`config.mk`:
```
export PLATFORM = sky130hd
export DESIGN_NAME = lsu
export DESIGN_NICKNAME = d
export VERILOG_FILES = /design/src/rtl/lsu_pkg.sv /design/src/rtl/lsu_align.sv /design/src/rtl/lsu.sv
export SDC_FILE = /design/constraint.sdc
export NUM_CORES = 1
export LEC_CHECK = 0
export CORE_ASPECT_RATIO = 0.8
export CORE_UTILIZATION = 40
export DETAILED_ROUTE_END_ITERATION = 7
export GPL_TIMING_DRIVEN = 1
export PLACE_DENSITY = 0.72
export SLEW_MARGIN = 10
export SYNTH_ARGS = -nofsm -noshare
export SYNTH_HDL_FRONTEND = slang
export SYNTH_SLANG_ARGS = --single-unit
```
`constraint.sdc`:
```
create_clock -name clk -period 9.5 [get_ports clk]
set_clock_uncertainty 0.2 [all_clocks]
set_input_delay 0.95 -clock clk [delete_from_list [all_inputs] [get_ports clk]]
set_output_delay 0.95 -clock clk [all_outputs]
set_load 0.01 [all_outputs]
```
`src/rtl/lsu_pkg.sv`:
```
// Shared types for the load/store unit: memory-op encoding, FSM states and helpers.
package lsu_pkg;

    localparam int unsigned BYTE_LANES = 4;

    typedef logic [31:0] word_t;

    // Bit 3 separates stores from loads; bit 2 marks unsigned loads.
    typedef enum logic [3:0] {
        OpLb  = 4'b0000,
        OpLh  = 4'b0001,
        OpLw  = 4'b0010,
        OpLbu = 4'b0100,
        OpLhu = 4'b0101,
        OpSb  = 4'b1000,
        OpSh  = 4'b1001,
        OpSw  = 4'b1010
    } memop_e;

    typedef enum logic [1:0] {
        StIdle,
        StReq,
        StWait,
        StDone
    } lsu_state_e;

    function automatic logic is_load(memop_e op);
        return !op[3];
    endfunction

endpackage

```
`src/rtl/lsu_align.sv`:
```
// Combinational lane logic: byte enables, store replication, load extraction and
// misalignment detection.
module lsu_align
    import lsu_pkg::*;
#(
    parameter int unsigned XLEN = 32
) (
    input  memop_e                  op_i,
    input  logic [1:0]              off_i,
    input  logic [XLEN-1:0]         wdata_i,
    input  logic [XLEN-1:0]         mem_rdata_i,
    output logic [BYTE_LANES-1:0]   be_o,
    output logic [XLEN-1:0]         wdata_rep_o,
    output logic [XLEN-1:0]         load_data_o,
    output logic                    misaligned_o
);

    logic [XLEN-1:0] shifted;

    always_comb begin
        be_o         = '0;
        wdata_rep_o  = wdata_i;
        misaligned_o = 1'b0;
        case (op_i)
            OpLb, OpLbu, OpSb: begin
                be_o        = 4'b0001 << off_i;
                wdata_rep_o = {(XLEN/8){wdata_i[7:0]}};
            end
            OpLh, OpLhu, OpSh: begin
                be_o         = off_i[1] ? 4'b1100 : 4'b0011;
                wdata_rep_o  = {(XLEN/16){wdata_i[15:0]}};
                misaligned_o = off_i[0];
            end
            OpLw, OpSw: begin
                be_o         = 4'b1111;
                misaligned_o = (off_i != 2'b00);
            end
            default: ;
        endcase
    end

    always_comb begin
        shifted     = mem_rdata_i >> {off_i, 3'b000};
        load_data_o = '0;
        case (op_i)
            OpLb:    load_data_o = {{(XLEN-8){shifted[7]}}, shifted[7:0]};
            OpLbu:   load_data_o = {{(XLEN-8){1'b0}}, shifted[7:0]};
            OpLh:    load_data_o = {{(XLEN-16){shifted[15]}}, shifted[15:0]};
            OpLhu:   load_data_o = {{(XLEN-16){1'b0}}, shifted[15:0]};
            OpLw:    load_data_o = shifted;
            default: load_data_o = '0;
        endcase
    end

endmodule

```
`src/rtl/lsu.sv`:
```
// Load/store unit: one req/gnt/rvalid data-memory transaction per accepted op.
// Optional bus watchdog enabled by defining LSU_TIMEOUT_EN.
module lsu
    import lsu_pkg::*;
#(
    parameter int unsigned XLEN           = 32,
    parameter int unsigned TIMEOUT_CYCLES = 16
) (
    input  logic                  clk,
    input  logic                  rst,
    input  logic                  req_valid,
    output logic                  req_ready,
    input  memop_e                req_op,
    input  logic [XLEN-1:0]       req_addr,
    input  logic [XLEN-1:0]       req_wdata,
    output logic                  stall,
    output logic                  done,
    output logic [XLEN-1:0]       rdata,
    output logic                  misaligned,
    output logic                  bus_err,
    output logic                  mem_req,
    output logic                  mem_we,
    output logic [XLEN-1:0]       mem_addr,
    output logic [BYTE_LANES-1:0] mem_be,
    output logic [XLEN-1:0]       mem_wdata,
    input  logic                  mem_gnt,
    input  logic                  mem_rvalid,
    input  logic [XLEN-1:0]       mem_rdata
);

    lsu_state_e            state_q, state_d;
    memop_e                op_q, op_d;
    logic [1:0]            off_q, off_d;
    logic                  mem_we_q, mem_we_d;
    logic [XLEN-1:0]       mem_addr_q, mem_addr_d;
    logic [BYTE_LANES-1:0] mem_be_q, mem_be_d;
    logic [XLEN-1:0]       mem_wdata_q, mem_wdata_d;
    logic [XLEN-1:0]       rdata_q, rdata_d;
    logic                  misaligned_q, misaligned_d;
    logic                  expire;

    memop_e                al_op;
    logic [1:0]            al_off;
    logic [BYTE_LANES-1:0] al_be;
    logic [XLEN-1:0]       al_wdata;
    logic [XLEN-1:0]       al_load;
    logic                  al_mis;

    // In IDLE the aligner sees the incoming request; afterwards it sees the latched op.
    assign al_op  = (state_q == StIdle) ? req_op : op_q;
    assign al_off = (state_q == StIdle) ? req_addr[1:0] : off_q;

    lsu_align #(
        .XLEN (XLEN)
    ) u_align (
        .op_i         (al_op),
        .off_i        (al_off),
        .wdata_i      (req_wdata),
        .mem_rdata_i  (mem_rdata),
        .be_o         (al_be),
        .wdata_rep_o  (al_wdata),
        .load_data_o  (al_load),
        .misaligned_o (al_mis)
    );

`ifdef LSU_TIMEOUT_EN
    localparam int unsigned CntW = $clog2(TIMEOUT_CYCLES + 1);

    logic [CntW-1:0] cnt_q, cnt_d;
    logic            bus_err_q, bus_err_d;
    logic            limit_hit;

    assign limit_hit = (cnt_q >= CntW'(TIMEOUT_CYCLES - 1));
    assign expire    = limit_hit && (((state_q == StReq) && !mem_gnt) ||
                                     ((state_q == StWait) && !mem_rvalid));

    always_comb begin
        cnt_d     = cnt_q;
        bus_err_d = bus_err_q;
        if (state_q == StIdle) begin
            cnt_d = '0;
            if (req_valid) begin
                bus_err_d = 1'b0;
            end
        end else if ((state_q == StReq) || (state_q == StWait)) begin
            cnt_d = cnt_q + 1'b1;
            if (expire) begin
                bus_err_d = 1'b1;
            end
        end
    end

    always_ff @(posedge clk or posedge rst) begin
        if (rst) begin
            cnt_q     <= '0;
            bus_err_q <= 1'b0;
        end else begin
            cnt_q     <= cnt_d;
            bus_err_q <= bus_err_d;
        end
    end

    assign bus_err = (state_q == StDone) && bus_err_q;
`else
    logic unused_timeout_cfg;

    assign unused_timeout_cfg = (TIMEOUT_CYCLES != 0);
    assign expire             = 1'b0;
    assign bus_err            = 1'b0;
`endif

    always_comb begin
        state_d      = state_q;
        op_d         = op_q;
        off_d        = off_q;
        mem_we_d     = mem_we_q;
        mem_addr_d   = mem_addr_q;
        mem_be_d     = mem_be_q;
        mem_wdata_d  = mem_wdata_q;
        rdata_d      = rdata_q;
        misaligned_d = misaligned_q;
        case (state_q)
            StIdle: begin
                if (req_valid) begin
                    op_d         = req_op;
                    off_d        = req_addr[1:0];
                    misaligned_d = al_mis;
                    if (al_mis) begin
                        rdata_d = '0;
                        state_d = StDone;
                    end else begin
                        mem_we_d    = !is_load(req_op);
                        mem_addr_d  = {req_addr[XLEN-1:2], 2'b00};
                        mem_be_d    = al_be;
                        mem_wdata_d = al_wdata;
                        state_d     = StReq;
                    end
                end
            end
            StReq: begin
                if (mem_gnt) begin
                    state_d = StWait;
                end else if (expire) begin
                    rdata_d = '0;
                    state_d = StDone;
                end
            end
            StWait: begin
                if (mem_rvalid) begin
                    rdata_d = is_load(op_q) ? al_load : '0;
                    state_d = StDone;
                end else if (expire) begin
                    rdata_d = '0;
                    state_d = StDone;
                end
            end
            StDone:  state_d = StIdle;
            default: state_d = StIdle;
        endcase
    end

    always_ff @(posedge clk or posedge rst) begin
        if (rst) begin
            state_q      <= StIdle;
            op_q         <= OpLb;
            off_q        <= 2'b00;
            mem_we_q     <= 1'b0;
            mem_addr_q   <= '0;
            mem_be_q     <= '0;
            mem_wdata_q  <= '0;
            rdata_q      <= '0;
            misaligned_q <= 1'b0;
        end else begin
            state_q      <= state_d;
            op_q         <= op_d;
            off_q        <= off_d;
            mem_we_q     <= mem_we_d;
            mem_addr_q   <= mem_addr_d;
            mem_be_q     <= mem_be_d;
            mem_wdata_q  <= mem_wdata_d;
            rdata_q      <= rdata_d;
            misaligned_q <= misaligned_d;
        end
    end

    assign req_ready  = (state_q == StIdle);
    assign stall      = (state_q != StIdle);
    assign done       = (state_q == StDone);
    assign misaligned = (state_q == StDone) && misaligned_q;
    assign mem_req    = (state_q == StReq);
    assign mem_we     = mem_we_q;
    assign mem_addr   = mem_addr_q;
    assign mem_be     = mem_be_q;
    assign mem_wdata  = mem_wdata_q;
    assign rdata      = rdata_q;

endmodule

```
### Yosys cells after proc, flatten, opt, wreduce, memory -nomap -nowiden

Index checks and enable logic that the tools add are counted.

| storage, ports and cells | value |
|---|---|
| input bits | 105 |
| word-level logic and storage cells | 56 |
| flip-flop bits (word level) | 108 |
| output and inout port bits | 107 |

| operators by class | value |
|---|---|
| shifts and indexed selects | 2 |
| mux-type cells | 17 |
| reductions and logical operators | 13 |
| bitwise operators | 1 |
| equal/unequal tests | 14 |

Operators by type and width:

| operator | number |
|---|---|
| 32-bit case mux with 5 select lines | 1 |
| 32-bit 2-to-1 mux | 4 |
| 32-bit case mux with 2 select lines | 2 |
| 32-bit by 5-bit right shift with 32-bit output | 1 |
| 4-bit equality test (second input constant) | 3 |
| 4-bit case mux with 3 select lines | 1 |
| 2-bit 2-to-1 mux | 5 |
| 4-bit by 3-bit equality test with 1-bit output (second input constant) | 2 |
| 4-bit 2-to-1 mux | 2 |
| 2-bit case mux with 4 select lines | 1 |
| 3-bit AND reduction | 2 |
| 2-bit nonzero test | 3 |
| 3-bit OR reduction | 2 |
| 2-bit equality test (second input constant) | 2 |
| 4-bit by 1-bit equality test with 1-bit output (second input constant) | 1 |
| 4-bit by 2-bit equality test with 1-bit output (second input constant) | 1 |
| 4-bit logical NOT | 1 |
| 2-bit by 1-bit != test with 1-bit output (second input constant) | 2 |
| 2-bit != test (second input constant) | 2 |
| 4-bit AND reduction | 1 |
| 1-bit by 2-bit << shifter with 4-bit output (first input constant) | 1 |
| 2-bit by 1-bit equality test with 1-bit output (second input constant) | 1 |
| 2-bit logical NOT | 1 |
| 1-bit case mux with 2 select lines | 1 |
| 4 further kinds | 4 |

### Depth between registers and ports, before layout

Gate-level depths: netlist of run 1.

| logic depth | value |
|---|---|
| depth after elaboration | 8 |
| gate-level depth with buffers | 11 |

### By module

A second synthesis of run 1 with hierarchy kept.

| unflattened totals | value |
|---|---|
| cell total of the unflattened synthesis | 513 |
| area, all modules | 5,973.2 sq um |

Modules (own cells, without submodules):

| module | cells each | times used | seq. area each (sq um) | area each (sq um) |
|---|---|---|---|---|
| lsu | 326 | 1 | 2,702.6 | 4,571.9 |
| lsu_align | 187 | 1 | 0.0 | 1,401.3 |

### Worst setup path before layout of run 1

OpenSTA, ideal clock, no wires.

| timing | value |
|---|---|
| kind | input-to-reg |
| from | input port req_op[3] |
| to | register mem_addr_q[10], in the netlist mem_addr[10] |
| stages on the path | 7 |
| setup time | 125 ps |
| setup slack | 6,846 ps |
| data required time | 9,175 ps |
| arrival | 2,329 ps |
| buffers on the path | 2 |
| cells stage by stage | mux2_2 > a22oi_4 > o21ai_1 > nand2_1 > buf_6 > buf_6 > mux2_2 |

| on the way | value |
|---|---|
| cells in the longest elaborated chain, start to end | 6 |

RTL lines:

| what | RTL line | source |
|---|---|---|
| start, declared | lsu.sv:13 | `input memop_e req_op,` |
| 4-bit 2-to-1 mux (*) | lsu.sv:50 | `assign al_op = (state_q == StIdle) ? req_op : op_q;` |
| 4-bit equality test, or another cell as far along | lsu_align.sv:24 | `case (op_i)` |
| 3-bit OR reduction / 2-bit OR reduction (equally long branches) | lsu_align.sv:24 |  |
| 1-bit case mux with 2 select lines (*) | lsu_align.sv:24 |  |
| 1-bit inverter (no line) (*) | n/a |  |
| 3-bit AND reduction (no line) (*) | n/a |  |
| end signal, assigned | lsu.sv:178 | `mem_addr_q <= mem_addr_d;` |
| end, declared | lsu.sv:35 | `logic [XLEN-1:0] mem_addr_q, mem_addr_d;` |

Mark *: on every way between the ends. The rest lies on a longest branch, timed or not.
A chain may end at the register's enable or synchronous reset.

### Worst setup path in the final report of run 1

| timing | value |
|---|---|
| from | register state_q[0] |
| to | register rdata_q[14], in the netlist rdata[14] |

| on the way | value |
|---|---|
| cells in the longest elaborated chain, start to end | 7 |

RTL lines:

| what | RTL line | source |
|---|---|---|
| start, declared | lsu.sv:31 | `lsu_state_e state_q, state_d;` |
| start signal, assigned | lsu.sv:164 | `state_q <= StIdle;` |
| start signal, assigned | lsu.sv:174 | `state_q <= state_d;` |
| 2-bit logical NOT | lsu.sv:50, lsu.sv:51, lsu.sv:122 |  |
| 2-bit 2-to-1 mux / 4-bit 2-to-1 mux (equally long branches) | lsu.sv:51, lsu.sv:50 |  |
| 32-bit by 5-bit right shift with 32-bit output, or another cell as far along | lsu_align.sv:43 | `shifted = mem_rdata_i >> {off_i, 3'b000};` |
| 32-bit case mux with 5 select lines, or another cell as far along | lsu_align.sv:45 | `case (op_i)` |
| 32-bit 2-to-1 mux / 1-bit case mux with 2 select lines (equally long branches) | lsu.sv:150, lsu_align.sv:24 |  |
| 32-bit 2-to-1 mux / 2-bit by 1-bit != test with 1-bit output (equally long branches) | n/a |  |
| 32-bit case mux with 2 select lines / 4-bit AND reduction (equally long branches) | n/a |  |
| end signal, assigned | lsu.sv:181 | `rdata_q <= rdata_d;` |
| end, declared | lsu.sv:38 | `logic [XLEN-1:0] rdata_q, rdata_d;` |

Parallel ways exist; a longest one is shown, timed or not. The select of a mux whose other input is x is not followed.

==> run_results.csv, run 1 <==
group,metric,value,unit
sta,hold_violations,0,
cts,clk_latency,0.34,ns
yosys,synthArstFlopShare,1.000,
min_path,hold_path.startpoint,"rdata[11]$_DFFE_PP0P_",
pwr,power.switching_fraction,0.3861,
min_path,hold_path_depth,2,
critical_path,critPathBufInv,1,
floorplan,core_area,13150,µm²
critical_path,critPathMaxFanout,32,
floorplan,die_area,14230,µm²
sta,worst_slew_pin_slew,1.244,ns
cts,cts-resized-gates,0,
min_path,hp-class,"reg2reg",
cts,cts_setup_buffers,0,
drt,dr.pass1.iters,5,
drt,routedWlPerCell,17.52,µm
yosys,yosysSeqAreaShare,0.4911,
drt,vias,4688,
sta,slew_viols_final,0,
yosys,synth_enable_flop_cells,0,
critical_path,worst_setup_path_end_kind,"flop",
drt,antenna_left,0,
global_routing,grt.overflow.total,0,
layout,antennaDiodeCount,0,
pwr,sequential_group_share_of_total_power,0.294,
pwr,post-layout-total-power,2.627,mW
pwr,power_report.internal_total,1.612,mW
sta,finalCritPeriodShare,0.4344,
sta,timing.final.crit_period,4.126,ns
floorplan,fp.dieW,133.1,µm
yosys,post_synth_inst_count,504,
sta,setup-violations-final,0,
global_routing,grt_max_degree,64,
critical_path,worst-r2r-cell-count,7,
critical_path,crit_path_start_kind,"flop",
min_path,hold_end,"rdata[11]$_DFFE_PP0P_",
yosys,postSynthRegisterBits,108,
drt,detail_route.iter0.violations,280,
critical_path,worst-endpoint-arrival,4.19,ns
cts,clock_tree.buffer_depth,2,
critical_path,critPathMaxStageDelay,0.99,ns
yosys,postSynth.topFlopCell,"dfrtp_1",
layout,final_layout_size_suffix_gt1_frac,0.1549,
global_routing,first_pass_grt_wire_length,24490,µm
layout,flow.area_growth_from_synthesis,44.52,%
placed_design,gp_congestion,0.8648,
global_routing,antenna_found_initial,0,
critical_path,critPathKind,"reg2reg",
pwr,switching_power,1.014,mW
yosys,postSynthAreaPerCell,10.92,µm²
pwr,power-per-cell-area,330.3,nW/µm²
sta,fmaxAchievable,242.3,MHz
sta,final.setup.tns,0,ns
layout,nNetsFinal,802,
sta,grt_setup_unrepaired,"no",
run_status,result_of_the_run,"complete, no violations",
global_routing,globalRouteTotalUtil,0.2212,
pwr,power.ir.vdd_worst,183.6,µV
drt,post-route-drc-count,0,
global_routing,grt_pass1_vias,4665,
cts,cts_tree,"yes",
pwr,clkPwrFrac,0.149,
yosys,yosysWarningCount,0,
critical_path,critical-path-top-delay-family,"multiplexers",
floorplan,floorplan.rows,37,
drt,routed_wl,15280,µm
yosys,mapped_area,5503,µm²
sta,maxSlewHeadroom,0.1467,
cts,clkSlewWorstSetupHoldPaths,0.07,ns
critical_path,crit-reg2reg-launch,"state_q[0]$_DFFE_PP0P_",
drt,viasPerCell,5.376,
yosys,synth.distinct_cells,53,
job,maxCapViolations,0,
cts,postCtsHoldBufs,0,
critical_path,crit_top_cell,"mux2i_1",
cts,root_buffer,"clkbuf_16",
critical_path,cpMaxStageDelayCell,"mux2i_4",
floorplan,initial_core_utilization,0.4185,
cts,depth_of_the_cts_h_tree,3,
floorplan,die_height,106.9,µm
cts,clock_sinks,108,
critical_path,cp.required,9.56,ns
pwr,logic_pwr_share,0.556,
pwr,power.leakage,3.338,nW
floorplan,pin_count,212,
placed_design,place.detailed.hpwl,11240,µm
critical_path,setup.reg_to_reg.worst_slack,5.37,ns
placed_design,number_of_input_and_output_port_buffers_inserted,208,
critical_path,critical_path.reg2reg.endpoint,"rdata[14]$_DFFE_PP0P_",
critical_path,crit_chain,"inv_1, ha_1, mux2i_4, mux2i_1, mux2i_1, a22oi_1, o21ai_0",
cts,cts-buffers-inserted,9,
-- power groups by stage --
stage / registers (mW) / clock network [mW] / logic, mW
3_3_place_gp: 0.777 / 0 / 1.43
3_5_place_dp: 0.778 / 0 / 1.46
5_1_grt: 0.799 / 0.418 / 1.57
4_1_cts: 0.774 / 0.402 / 1.47
6_report: 0.773 / 0.392 / 1.46
2_1_floorplan: 0.846 / 0 / 0.809
-- cell families (layout without fill, tap and decap cells) --
logic type,after synthesis,after routing,synth area share
muxes,91,91,0.1885
adders and majority gates,5,5,0.01137
and+or+nand+nor,144,144,0.1132
other,1,3,0.0006815
AOI/OAI and AO/OA,113,113,0.1539
DFF,108,108,0.4911
buffers and inverters,42,233,0.04115
-- cell type report --
| cell class | instances | area [µm²] |
|---|---|---|
| fill | 1051 | 5195 |
| clock buffer | 13 | 270.3 |
| tap | 175 | 219.0 |
| sequential | 108 | 2703 |
| clock inverter | 3 | 43.79 |
| timing repair buffer | 211 | 2105 |
| multi-input combinational | 356 | 2587 |
| inverter | 6 | 25.02 |
-- worst reg2reg max path: stages, from the launching register on --
cell and delay [ns]:
dfrtp_1 0.41, inv_1 0.14, ha_1 0.75, mux2i_4 1.00, mux2i_1 0.34, mux2i_1 0.71, a22oi_1 0.29, o21ai_0 0.22
-- flip-flops by register name, summed over array words and instances (netlist names) --
signal        count
misaligned_q      1
off_q             2
rdata            32
mem_wdata        32
state_q           2
mem_be            4
mem_we            1
mem_addr         30
op_q              4
-- how the worst max path moves through the flow --
stage | start | to | slack, ns | depth (start not counted)
2_1_floorplan | rst | mem_addr[10]$_DFFE_PP0P_ | 5.50 | 1
3_3_place_gp | req_op[2] | mem_addr[16]$_DFFE_PP0P_ | 5.49 | 7
3_5_place_dp | req_op[2] | mem_addr[18]$_DFFE_PP0P_ | 5.38 | 7
4_1_cts | state_q[0]$_DFFE_PP0P_ | mem_addr[18]$_DFFE_PP0P_ | 5.45 | 8
5_1_grt | state_q[0]$_DFFE_PP0P_ | rdata[14]$_DFFE_PP0P_ | 5.08 | 7
6_report | state_q[0]$_DFFE_PP0P_ | rdata[14]$_DFFE_PP0P_ | 5.37 | 7
-- cell usage after synthesis (2+ instances only) --
| library cell | number | area share |
|---|---|---|
| mux2i_4 | 2 | 0.0082 |
| o2bb2ai_1 | 8 | 0.013 |
| a221o_1 | 8 | 0.015 |
| dfrtp_1 | 108 | 0.49 |
| o211ai_1 | 7 | 0.0095 |
| o31a_1 | 2 | 0.0032 |
| mux2i_1 | 13 | 0.024 |
| nand4_1 | 2 | 0.0023 |
| buf_6 | 5 | 0.010 |
| and2_1 | 2 | 0.0023 |
| nor3_1 | 2 | 0.0018 |
| a41oi_1 | 8 | 0.013 |
| a31oi_1 | 11 | 0.013 |
| buf_4 | 4 | 0.0055 |
| nor2b_1 | 3 | 0.0034 |
| a22oi_1 | 16 | 0.022 |
| o31ai_1 | 3 | 0.0041 |
| nand2_1 | 105 | 0.072 |
| nor2_1 | 13 | 0.0089 |
| o21ai_0 | 18 | 0.016 |
| ha_1 | 5 | 0.011 |
| mux2_2 | 74 | 0.15 |
| buf_2 | 12 | 0.011 |
| inv_1 | 6 | 0.0041 |
| o21ai_1 | 3 | 0.0027 |
| clkbuf_1 | 13 | 0.0089 |
| a21oi_1 | 19 | 0.017 |
| nand3_1 | 7 | 0.0064 |
-- layer usage --
| metal | part of all wire | wire length [µm] | up-vias | global-route usage |
|---|---|---|---|---|
| met5 | 0 | 0 | - | 0 |
| met4 | 0.022 | 337 | 0 | 0.08036 |
| met3 | 0.066 | 1005 | 22 | 0.05437 |
| met2 | 0.45 | 6880 | 203 | 0.3388 |
| met1 | 0.46 | 7054 | 2274 | 0.3044 |
| li1 | - | - | 2189 | - |
-- placed cells by master, fill, tap and decap left out, types with 7 or more instances in the layout --
| cell | instances |
|---|---|
| a21oi_1 | 19 |
| a221o_1 | 8 |
| a22oi_1 | 16 |
| a31oi_1 | 11 |
| a41oi_1 | 8 |
| clkbuf_16 | 9 |
| clkdlybuf4s50_1 | 208 |
| dfrtp_1 | 108 |
| mux2_2 | 74 |
| mux2i_1 | 13 |
| nand2_1 | 104 |
| nand3_1 | 7 |
| nor2_1 | 13 |
| o211ai_1 | 7 |
| o21ai_0 | 18 |
| o2bb2ai_1 | 8 |
-- stage by stage --
| step | utilization | std cells | cell area (µm²) | hold WS (ns) | setup slack [ns] |
|---|---|---|---|---|---|
| after floorplan | - | 506 | 5510 | 0.2420 | 5.504 |
| after global placement | 0.5810 | 856 | 7639 | 0.2629 | 5.493 |
| after detailed placement | 0.5810 | 856 | 7639 | 0.2764 | 5.377 |
| after CTS | 0.6049 | 872 | 7953 | 0.2913 | 5.450 |
| after global routing | 0.6049 | 872 | 7953 | 0.3116 | 5.076 |
| final | 0.6049 | 872 | 7953 | 0.2857 | 5.374 |
(Power assumes the default switching activity.)
==> run 2: changes to the inputs <==
==> constraint.sdc (replaced) <==
create_clock -name clk -period 3.8 [get_ports clk]
set_clock_uncertainty 0.2 [all_clocks]
set_input_delay 0.38 -clock clk [delete_from_list [all_inputs] [get_ports clk]]
set_output_delay 0.38 -clock clk [all_outputs]
set_load 0.01 [all_outputs]
==> run_results.csv, run 2 (synthesis results as in run 1) <==
group,metric,value,unit
layout,layout.cells.most_common,"clkdlybuf4s50_1",
global_routing,grt.overflow.total,0,
drt,dr.pass1.iters,5,
drt,viasPerCell,5.374,
critical_path,critPathMaxStageDelay,0.75,ns
cts,cts-resized-gates,0,
layout,final_cell_mix,"208 x clkdlybuf4s50_1, 108 x dfrtp_1, 104 x nand2_1, 74 x mux2_2, 19 x a21oi_1",
cts,clock_sinks,108,
cts,cts_tree,"yes",
cts,cts_setup_buffers,0,
global_routing,grt_max_degree,59,
drt,met1Wirelength,6887,µm
cts,postCtsHoldBufs,0,
critical_path,worst-r2r-cell-count,7,
critical_path,crit_path_start_kind,"flop",
pwr,power.leakage,3.363,nW
global_routing,globalRouteTotalUtil,0.2222,
floorplan,fp.dieW,133.1,µm
sta,fmaxAchievable,296.1,MHz
drt,vias,4713,
sta,maxSlewHeadroom,0.4381,
placed_design,place_worst_setup_slack,0.5291,ns
drt,routedWlPerCell,17.65,µm
sta,final.setup.tns,0,ns
min_path,hp-class,"in2async",
pwr,power.ir.vdd_worst,393.6,µV
layout,fillers,1068,
sta,setup-violations-final,0,
cts,clk_latency,0.35,ns
global_routing,grt_pass1_vias,4643,
floorplan,die_area,14230,µm²
layout,antennaDiodeCount,0,
placed_design,place.detailed.hpwl,11650,µm
cts,clkSlewWorstSetupHoldPaths,0.07,ns
pwr,power-per-cell-area,828.1,nW/µm²
critical_path,cpMaxStageDelayCell,"mux2i_1",
global_routing,first_pass_grt_wire_length,24620,µm
layout,nNetsFinal,808,
floorplan,floorplan.rows,37,
sta,timing.final.crit_period,3.378,ns
job,maxCapViolations,0,
floorplan,die_height,106.9,µm
cts,cts-buffers-inserted,9,
placed_design,number_of_input_and_output_port_buffers_inserted,208,
global_routing,antenna_found_initial,0,
layout,final_layout_size_suffix_gt1_frac,0.1595,
cts,root_buffer,"clkbuf_16",
sta,slew_viols_final,0,
floorplan,initial_core_utilization,0.4185,
layout,flow.area_growth_from_synthesis,45.68,%
critical_path,worst_setup_path_end_kind,"flop",
drt,highest_layer,"met4",
floorplan,pin_count,212,
placed_design,gp_congestion,0.9277,
cts,clock_tree.buffer_depth,2,
drt,wl_met2,7149,µm
sta,finalCritPeriodShare,0.8888,
critical_path,worst-endpoint-arrival,3.43,ns
sta,grt_setup_unrepaired,"no",
critical_path,cp.required,3.85,ns
sta,hold_violations,0,
run_status,result_of_the_run,"complete, no violations",
drt,post-route-drc-count,0,
critical_path,crit_chain,"inv_1, ha_1, buf_4, mux2i_4, mux2i_1, a22oi_1, o21ai_0",
drt,routed_wl,15480,µm
cts,depth_of_the_cts_h_tree,3,
critical_path,critPathKind,"reg2reg",
drt,antenna_left,0,
critical_path,critPathMaxFanout,19,
sta,fin_ws,0.4224,ns
floorplan,core_area,13150,µm²
sta,worst_slew_pin_slew,0.8390,ns
drt,met3RoutedLength,1106,µm
drt,detail_route.iter0.violations,350,
[run 2: cell types whose count changed in the layout (fill, tap and decap cells not counted), moves of 2 or more]
cell,before,now
buf_12,0,2
buf_4,3,7
clkinvlp_4,0,2
clkbuf_8,3,0
[run 2: path summary, 6_finish.rpt]
check	slack, ns	end	from
max	0.42	rdata[9]$_DFFE_PP0P_	state_q[0]$_DFFE_PP0P_
max in group asynchronous	2.36	rdata[8]$_DFFE_PP0P_	rst
min	0.29	mem_addr[15]$_DFFE_PP0P_	rst
min reg2reg	0.29	rdata[3]$_DFFE_PP0P_	rdata[3]$_DFFE_PP0P_
min in group clk	0.29	rdata[3]$_DFFE_PP0P_	rdata[3]$_DFFE_PP0P_
max reg2reg	0.42	rdata[9]$_DFFE_PP0P_	state_q[0]$_DFFE_PP0P_
[run 2: layout make-up]
cell class                 count  area [µm²]  area share
clock buffer                  11       232.7     0.02903
tap                          175       219.0     0.02731
clock inverter                 4       75.07    0.009365
timing repair buffer         217        2175      0.2713
sequential                   108        2703      0.3371
multi-input combinational    356        2587      0.3228
inverter                       6       25.02    0.003122
[run 2: report_power, final]
part / switching, mW / internal, mW / leakage [nW]
registers: 0.300 / 1.65 / 1.34
clock network: 0.407 / 0.575 / 0.142
logic: 1.84 / 1.87 / 1.88
total: 2.55 / 4.09 / 3.36
[run 2: metal layers]
metal  up-vias  global-route usage
met5         -                   0
met4         0             0.07386
met3        28             0.05248
met2       192              0.3553
met1      2299              0.2976
li1       2194                   -
[run 2: metrics by stage]
stage / hold WS [ns] / cells / total power, mW / cell area (µm²) / util
after floorplan: 0.2420 / 506 / 4.138 / 5510 / -
after global placement: 0.2687 / 862 / 5.558 / 7709 / 0.5863
after detailed placement: 0.2773 / 862 / 5.660 / 7709 / 0.5863
after CTS: 0.2919 / 877 / 6.661 / 8016 / 0.6097
after global routing: 0.3078 / 877 / 7.044 / 8016 / 0.6097
final: 0.2901 / 877 / 6.639 / 8016 / 0.6097
[run 2: worst max-delay path: cells and delay by family (launching register included)]
family | cells | cell delay, ns
flip-flops | 1 | 0.41
buffers and inverters | 2 | 0.42
adder cells (fa/ha/maj) | 1 | 0.51
multiplexers | 2 | 1.30
AO/OA/AOI/OAI | 2 | 0.43
==> run 3: changes to the inputs <==
==> constraint.sdc (replaced) <==
create_clock -name clk -period 4.3 [get_ports clk]
set_clock_uncertainty 0.2 [all_clocks]
set_input_delay 0.43 -clock clk [delete_from_list [all_inputs] [get_ports clk]]
set_output_delay 0.43 -clock clk [all_outputs]
set_load 0.01 [all_outputs]
==> run_results.csv, run 3 (synthesis results as in run 1) <==
group,metric,value,unit
cts,clkSlewWorstSetupHoldPaths,0.07,ns
sta,finalCritPeriodShare,0.8481,
cts,clock_tree.buffer_depth,2,
sta,grt_setup_unrepaired,"no",
cts,depth_of_the_cts_h_tree,3,
pwr,power-per-cell-area,724.2,nW/µm²
sta,hold_violations,0,
critical_path,critical-path-top-delay-family,"compound AO/OA/AOI/OAI gates",
sta,maxSlewHeadroom,0.4007,
critical_path,setup.reg_to_reg.worst_slack,0.65,ns
sta,final.setup.tns,0,ns
sta,fmaxAchievable,274.2,MHz
cts,cts-resized-gates,0,
cts,clock_sinks,108,
global_routing,globalRouteTotalUtil,0.2226,
pwr,logic_pwr_share,0.569,
layout,final_layout_size_suffix_gt1_frac,0.1636,
floorplan,initial_core_utilization,0.4185,
pwr,power.leakage,3.352,nW
placed_design,number_of_input_and_output_port_buffers_inserted,208,
drt,dr.pass1.iters,4,
critical_path,worst-endpoint-arrival,3.73,ns
layout,ff_latch_area,2703,µm²
placed_design,dpl-instance-area,7696,µm²
layout,instances_no_fill,878,
pwr,power.ir.vdd_worst,488.1,µV
pwr,sequential_group_share_of_total_power,0.298,
global_routing,grt_max_degree,54,
placed_design,place.detailed.hpwl,11700,µm
placed_design,numPlacedInstances,862,
floorplan,floorplan.rows,37,
pwr,power.switching_fraction,0.3946,
cts,root_buffer,"clkbuf_16",
layout,fin_util,0.6065,
cts,cts-buffers-inserted,9,
critical_path,cp.required,4.38,ns
critical_path,crit_path_start_kind,"flop",
critical_path,crit_chain,"inv_1, ha_1, mux2i_2, o311a_1, o211ai_4, a311oi_4, a221o_1",
layout,final_cell_mix,"208 x clkdlybuf4s50_1, 108 x dfrtp_1, 104 x nand2_1, 74 x mux2_2, 19 x a21oi_1",
floorplan,fp.dieW,133.1,µm
pwr,clkPwrFrac,0.134,
critical_path,critPathMaxFanout,19,
drt,antenna_left,0,
drt,detail_route.iter0.violations,270,
layout,flow.area_growth_from_synthesis,44.91,%
global_routing,antenna_found_initial,0,
cts,cts_tree,"yes",
critical_path,critPathMaxStageDelay,0.77,ns
layout,fillers,1091,
critical_path,worst_setup_path_end_kind,"flop",
pwr,power_report.internal_total,3.496,mW
layout,antennaDiodeCount,0,
floorplan,pin_count,212,
cts,postCtsHoldBufs,0,
layout,stdcell_area,7974,µm²
layout,layout.cells.most_common,"clkdlybuf4s50_1",
sta,slew_viols_final,0,
cts,cts_setup_buffers,0,
drt,viasPerCell,5.367,
sta,fin_ws,0.6533,ns
global_routing,first_pass_grt_wire_length,24530,µm
min_path,hp-class,"reg2reg",
placed_design,gp_congestion,0.8863,
floorplan,core_area,13150,µm²
drt,routed_wl,15510,µm
critical_path,critPathKind,"reg2reg",
placed_design,place_worst_setup_slack,0.7664,ns
global_routing,grt.overflow.total,0,
run_status,result_of_the_run,"complete, no violations",
layout,nNetsFinal,808,
job,maxCapViolations,0,
global_routing,grt_pass1_vias,4678,
floorplan,die_area,14230,µm²
pwr,switching_power,2.279,mW
critical_path,critPathBufInv,1,
critical_path,cpMaxStageDelayCell,"ha_1",
drt,routedWlPerCell,17.66,µm
layout,area_used_by_multi_input_combinational_logic,2587,µm²
sta,timing.final.crit_period,3.647,ns
drt,post-route-drc-count,0,
sta,setup-violations-final,0,
floorplan,die_height,106.9,µm
drt,vias,4712,
sta,worst_slew_pin_slew,0.8988,ns
cts,clk_latency,0.34,ns
[run 3: cell count changes in the layout (fill, tap and decap cells not counted), sizes merged]
| cell | change |
|---|---|
| clkbuf | -2 |
| clkinvlp | -1 |
| clkinv | +5 |
| inv | +1 |
| bufinv | -2 |
[run 3: metal layers]
layer | vias up | track usage | share of wire
met5 | - | 0 | 0
met4 | 0 | 0.07549 | 0.013
met3 | 14 | 0.05154 | 0.061
met1 | 2305 | 0.3110 | 0.46
li1 | 2206 | - | -
met2 | 187 | 0.3399 | 0.46
[run 3: tightest hold or removal path, cell delays in order (launching register included)]
cell and delay [ns]:
dfrtp_1 0.35, nand2_1 0.05, o21ai_0 0.06
[run 3: path summary, 6_finish.rpt]
check / startpoint / end / cells after the start
min reg2reg: rdata[11]$_DFFE_PP0P_ / rdata[11]$_DFFE_PP0P_ / 2
min: rdata[11]$_DFFE_PP0P_ / rdata[11]$_DFFE_PP0P_ / 2
max: state_q[0]$_DFFE_PP0P_ / rdata[31]$_DFFE_PP0P_ / 7
max in group asynchronous: rst / mem_wdata[27]$_DFFE_PP0P_ / 3
min in group asynchronous: rst / mem_addr[12]$_DFFE_PP0P_ / 2
max reg2reg: state_q[0]$_DFFE_PP0P_ / rdata[31]$_DFFE_PP0P_ / 7
[run 3: metrics by stage]
step           total power, mW  hold WS [ns]
3_3_place_gp             4.907        0.2652
2_1_floorplan            3.657        0.2420
5_1_grt                  6.146        0.3068
6_report                 5.775        0.2899
3_5_place_dp             5.001        0.2764
4_1_cts                  5.804        0.2928
[run 3: layout make-up]
class,instances,area share
sequential,108,0.3389
multi-input combinational,356,0.3245
timing repair buffer,217,0.2711
clock buffer,9,0.02824
tap,175,0.02746
clock inverter,7,0.006590
inverter,6,0.003138
[run 3: power groups by stage]
stage,Sequential (mW),Combinational (mW),Clock (mW)
floorplan,1.87,1.79,0
global placement,1.72,3.19,0
detailed placement,1.73,3.27,0
CTS,1.72,3.29,0.801
global route,1.77,3.54,0.835
finish,1.72,3.28,0.773
